--- src/rtl/pc_fetch_unit.sv ---
// Instruction fetch front end: owns the PC, issues I-cache reads and presents
// each returned instruction (with PC and PC+4) to IF/ID over a valid/hold
// handshake. Redirects arriving during an outstanding miss are parked until
// the in-flight access completes.
//
//  state | meaning
//  FETCH | request at pc; hit data passes straight through to IF/ID
//  HOLD  | hit was stalled; replay registered pc/instruction, no cache request
//  DRAIN | redirect seen during a miss; wait out the old access, then jump
module pc_fetch_unit #(
    parameter logic [31:0] RESET_PC = 32'd0
) (
    input  logic        clk,
    input  logic        reset,
    input  logic        branch_jump_signal,
    input  logic [31:0] branch_target,
    input  logic        stall,
    output logic        imem_read,
    output logic [31:0] imem_address,
    input  logic [31:0] imem_readdata,
    input  logic        imem_busywait,
    output logic [31:0] pc_out,
    output logic [31:0] pc_4_out,
    output logic [31:0] instruction_out,
    output logic        fetch_busywait
);

    typedef enum logic [1:0] {
        FETCH = 2'd0,
        HOLD  = 2'd1,
        DRAIN = 2'd2
    } state_t;

    state_t      state, state_next;
    logic [31:0] pc, pc_next;
    logic [31:0] hold_pc, hold_pc_next;
    logic [31:0] hold_inst, hold_inst_next;
    logic [31:0] pending_target, pending_target_next;
    logic [31:0] target_aligned;

    assign target_aligned = {branch_target[31:2], 2'b00};

    // State and datapath registers; reset abandons any outstanding request.
    always_ff @(posedge clk) begin
        if (reset) begin
            state          <= FETCH;
            pc             <= {RESET_PC[31:2], 2'b00};
            hold_pc        <= 32'd0;
            hold_inst      <= 32'd0;
            pending_target <= 32'd0;
        end else begin
            state          <= state_next;
            pc             <= pc_next;
            hold_pc        <= hold_pc_next;
            hold_inst      <= hold_inst_next;
            pending_target <= pending_target_next;
        end
    end

    // Next-state and next-PC selection.
    always_comb begin
        state_next          = state;
        pc_next             = pc;
        hold_pc_next        = hold_pc;
        hold_inst_next      = hold_inst;
        pending_target_next = pending_target;
        case (state)
            FETCH: begin
                if (branch_jump_signal) begin
                    if (imem_busywait) begin
                        pending_target_next = target_aligned;
                        state_next          = DRAIN;
                    end else begin
                        pc_next = target_aligned;
                    end
                end else if (!imem_busywait) begin
                    if (stall) begin
                        hold_pc_next   = pc;
                        hold_inst_next = imem_readdata;
                        state_next     = HOLD;
                    end else begin
                        pc_next = pc + 32'd4;
                    end
                end
            end
            HOLD: begin
                if (branch_jump_signal) begin
                    pc_next    = target_aligned;
                    state_next = FETCH;
                end else if (!stall) begin
                    pc_next    = hold_pc + 32'd4;
                    state_next = FETCH;
                end
            end
            DRAIN: begin
                if (!imem_busywait) begin
                    pc_next    = branch_jump_signal ? target_aligned : pending_target;
                    state_next = FETCH;
                end else if (branch_jump_signal) begin
                    pending_target_next = target_aligned;
                end
            end
            default: begin
                state_next = FETCH;
            end
        endcase
    end

    // Cache request and IF/ID presentation; FETCH passes hit data through.
    always_comb begin
        imem_read       = 1'b1;
        imem_address    = pc;
        pc_out          = pc;
        instruction_out = imem_readdata;
        fetch_busywait  = 1'b1;
        case (state)
            FETCH: fetch_busywait = imem_busywait;
            HOLD: begin
                imem_read       = 1'b0;
                pc_out          = hold_pc;
                instruction_out = hold_inst;
                fetch_busywait  = 1'b0;
            end
            default: fetch_busywait = 1'b1;
        endcase
        if (branch_jump_signal) begin
            fetch_busywait = 1'b1;
        end
        if (reset) begin
            imem_read      = 1'b0;
            fetch_busywait = 1'b1;
        end
    end

    assign pc_4_out = pc_out + 32'd4;

endmodule
--- config.mk ---
export PLATFORM = sky130hd
export DESIGN_NAME = pc_fetch_unit
export DESIGN_NICKNAME = d
export VERILOG_FILES = /design/src/rtl/pc_fetch_unit.sv
export SDC_FILE = /design/constraint.sdc
export NUM_CORES = 1
export LEC_CHECK = 0
export BUFFER_PORTS_ARGS = -buffer_cell sky130_fd_sc_hd__buf_2
export CAP_MARGIN = 20
export CELL_PAD_IN_SITES_DETAIL_PLACEMENT = 1
export CELL_PAD_IN_SITES_GLOBAL_PLACEMENT = 1
export CORE_ASPECT_RATIO = 0.9
export CORE_UTILIZATION = 39
export DETAILED_ROUTE_END_ITERATION = 8
export MAX_ROUTING_LAYER = met4
export PLACE_DENSITY_LB_ADDON = 0.1
export SKIP_CTS_REPAIR_TIMING = 1
export SYNTH_ARGS = -nofsm -noshare
export SYNTH_HDL_FRONTEND = slang
export SYNTH_SLANG_ARGS = --single-unit
export TNS_END_PERCENT = 5
--- constraint.sdc ---
create_clock -name clk -period 4.58 [get_ports clk]
set_clock_uncertainty 0.1 [all_clocks]
set_input_delay 0.458 -clock clk [delete_from_list [all_inputs] [get_ports clk]]
set_output_delay 0.458 -clock clk [all_outputs]
set_load 0.005 [all_outputs]
==> results.py <==
metrics = {
    "timing": {
        "slew-limit-headroom_pct": 23.9,
        "finalHoldViolCount": 0,
        "maxClockFrequency_mhz": 255,
        "rsz0062_at_grt": "false",
        "final_setup_viols": 0,
        "fin_setup_tns_ns": 0,
        "period_share_pct": 85.7,
        "worst-slew-pin-transition_ns": 1.14,
        "layout_min_cycle_time_ns": 3.92,
        "slew_viol_final": 0,
    },
    "logic_synthesis": {
        "ys_ff_latch": 130,
        "number_of_flops_mapped_to_enable_cells_by_yosys": 0,
        "syn_inst": 1152,
        "yosys_warnings": 0,
        "ys_types": 75,
        "synth_top_cell_area_share_pct": 30.3,
        "postSynth.topFlopCell": "sky130_fd_sc_hd__dfxtp_1",
        "syn_area_sq_mm": 0.00860,
        "synth.top_cells.by_area": "sky130_fd_sc_hd__dfxtp_1 30%, sky130_fd_sc_hd__nand2_1 12%, sky130_fd_sc_hd__a21oi_1 7.2%",
        "synthesis.nets": 1228,
        "postSynth.asyncResetShare_pct": 0,
        "synthesis.area_per_instance_sq_um": 7.47,
        "synth-seq-area-share_pct": 30.3,
        "post-synth-top-area-cell": "sky130_fd_sc_hd__dfxtp_1",
    },
    "power_and_ir_drop": {
        "p_leak_uw": 0.00396,
        "power_density_mw_per_mm2": 355,
        "max-vdd-ir-drop_uv": 218,
        "cell_internal_pwr_uw": 2420,
        "p_seq_share_pct": 36.9,
        "clockPowerShare_pct": 41.2,
        "power.combinational.fraction_pct": 21.9,
        "power_switching_share_pct": 32.8,
        "power.net_switching_uw": 1180,
    },
    "global_routing": {
        "grt_antenna_before_repair": 0,
        "grt_max_degree": 93,
        "grtUsageTotal_pct": 29.3,
        "grt-ovfl-total": 0,
        "grt_pass1_vias": 8851,
        "wire_length_of_the_first_global_routing_pass_um": 49600,
    },
    "worst_hold_path": {
        "worstHoldStart": "imem_readdata[15]",
        "min-delay-path-class": "in2reg",
        "worstHoldEndpoint": "hold_inst[15]",
        "min_path_cells": 3,
    },
    "place": {
        "gpl.final_weighted_congestion": 0.889,
        "place_hpwl_um": 22200,
        "detailed_place.area_sq_mm": 0.00951,
        "io_buffer_count": 196,
    },
    "clock_network": {
        "clkSinkCount": 130,
        "clkLatencyLatePin_ns": 0.43,
        "clock-root-buffer": "sky130_fd_sc_hd__clkbuf_16",
        "cts.reportedPaths.clkPinSlew_ns": 0.06,
        "cts_buffers": 17,
        "clk_path_buf_depth": 2,
        "clock_tree_from_tritoncts": "built",
        "cts-htree-levels": 4,
    },
    "job": {
        "drv.max_cap_violation_count": 0,
    },
    "floorplanning": {
        "fp.dieW_um": 159,
        "die_y_um": 143,
        "rows": 51,
        "core_sq_mm": 0.0216,
        "io-pin-count": 199,
        "design.die.area_sq_mm": 0.0227,
        "floorplan.initialDensity_pct": 39.8,
    },
    "critical_path": {
        "worstSetupEndpointType": "output pin",
        "start_of_the_worst_register_to_register_path": "state[1]",
        "worst-r2r-cell-count": 8,
        "required_ns": 4.02,
        "setup.worst_path.start_class": "flop",
        "path_max_fanout": 92,
        "cp_data_arrival_time_ns": 3.37,
        "criticalPathCategory": "reg2out",
        "r2r_slack_ns": 1.44,
        "rr_endpoint": "imem_address[19]",
        "crit_path_start": "state[1]",
    },
    "drt": {
        "vias": 9136,
        "vias_per_cell": 5.76,
        "drc": 0,
        "wirelength_um": 31400,
        "firstDrtPassIters": 5,
        "drt.antenna.violating_nets": 0,
        "drt_iter0_markers": 611,
        "detailed_route_wire_length_per_cell_um": 19.8,
    },
    "finish": {
        "final_design_area_no_fill_sq_mm": 0.0101,
        "layout.cells.most_common": "sky130_fd_sc_hd__nand2_1",
        "flow.area_growth_from_synthesis_pct": 17.9,
        "most-common-layout-cells": "284 x sky130_fd_sc_hd__nand2_1, 195 x sky130_fd_sc_hd__buf_2, 130 x sky130_fd_sc_hd__dfxtp_1",
        "drive_above_1_share_pct": 24.4,
        "final_nets": 1358,
    },
    "run_status": {
        "status": "finished clean",
    },
}
==> synthesized netlist by cell type (all sizes together), types with 3 or more instances <==
library cell and instances:
a211oi 12, nand3 41, a2111oi 6, xor2 19, ha 7, o211ai 12
a22oi 3, nor4 15, nor2b 4, nand4 23, inv 24, a211o 3
xnor2 35, dfxtp 130, and2 5, mux2 49, o31ai 7, nor3 20
mux2i 13, or2 3, or4 6, o21ai 54, a311oi 3, a21oi 123
nand2 284, and3 9, o21a 7, a22o 5, buf 22, nor2 50
o221ai 3, nand2b 7, a21o 4, a31oi 8, nor3b 3, a221oi 15
clkbuf 78, and4 8
==> cell type report <==
| type | instances | area [sq um] |
|---|---|---|
| sequential | 130 | 2600 |
| antenna | 1 | 2.50 |
| multi-input combinational | 897 | 5330 |
| tap | 291 | 364 |
| timing repair buffer | 212 | 1130 |
| clock inverter | 14 | 189 |
| inverter | 24 | 90.1 |
| fill | 2817 | 11500 |
| clock buffer | 18 | 439 |
==> flip-flops by register name (all words and copies together) (netlist names) <==
| signal | flops |
|---|---|
| state | 2 |
| imem_address | 32 |
| hold_inst | 32 |
| pending_target | 32 |
| hold_pc | 32 |
==> through the flow <==
| stage | cells | setup WS [ns] | utilization, % | power, uW | hold WS (ns) |
|---|---|---|---|---|---|
| after floorplan | 1152 | 0.872 | - | 1820 | 0.333 |
| after global placement | 1554 | 1.12 | 44.0 | 2120 | 0.340 |
| after detailed placement | 1554 | 1.09 | 44.0 | 2130 | 0.347 |
| after CTS | 1586 | 0.618 | 46.9 | 3620 | 0.157 |
| after global routing | 1586 | 0.386 | 46.9 | 3770 | 0.161 |
| final | 1587 | 0.657 | 46.9 | 3600 | 0.170 |
==> logic make-up (layout without fill, tap and decap cells) <==
logic type                 after synthesis  after routing  share of synthesized area, %
muxes                                   62             62                          7.93
AOI/OAI and AO/OA                      288            288                          21.1
DFF                                    130            130                          30.3
and+or+nand+nor                        486            486                          26.0
xor gates and xnor gates                54             54                          5.50
buffers and inverters                  125            268                          8.16
adders and majority gates                7              7                          1.02
other                                    0              1                             0
==> critical path, cell delays in order (launching register included) <==
cell and delay [ns]:
sky130_fd_sc_hd__dfxtp_1 0.36, sky130_fd_sc_hd__inv_1 0.13, sky130_fd_sc_hd__ha_4 0.29, sky130_fd_sc_hd__buf_12 0.43
sky130_fd_sc_hd__nand3_1 0.13, sky130_fd_sc_hd__o21ai_0 0.16, sky130_fd_sc_hd__and3_1 0.29, sky130_fd_sc_hd__nand3_1 0.33
sky130_fd_sc_hd__nor4_1 0.45, sky130_fd_sc_hd__xor2_1 0.18, sky130_fd_sc_hd__buf_2 0.14
==> worst max-delay path by stage <==
stage	endpoint	slack, ns	cells after the start
3_3_place_gp	pc_4_out[30]	1.12	9
4_1_cts	pc_4_out[24]	0.62	9
2_1_floorplan	pc_4_out[30]	0.87	13
5_1_grt	pc_4_out[29]	0.39	10
3_5_place_dp	pc_4_out[30]	1.09	9
6_report	pc_4_out[24]	0.66	10
==> routing by layer <==
layer	global-route usage (%)	wire length (um)	share of wire, %	up-vias
met2	45.8	14400	46	307
li1	-	-	-	4334
met5	-	0	0	-
met1	39.9	14800	47	4469
met3	4.13	1940	6.2	26
met4	6.48	319	1.0	0
==> power by group through the flow <==
stage	registers [uW]	logic (uW)	clock network [uW]
4_1_cts	1320	792	1500
3_3_place_gp	1350	768	0
3_5_place_dp	1350	785	0
6_report	1330	787	1480
5_1_grt	1340	875	1550
2_1_floorplan	1280	542	0
Power figures use the tool's default switching activity.
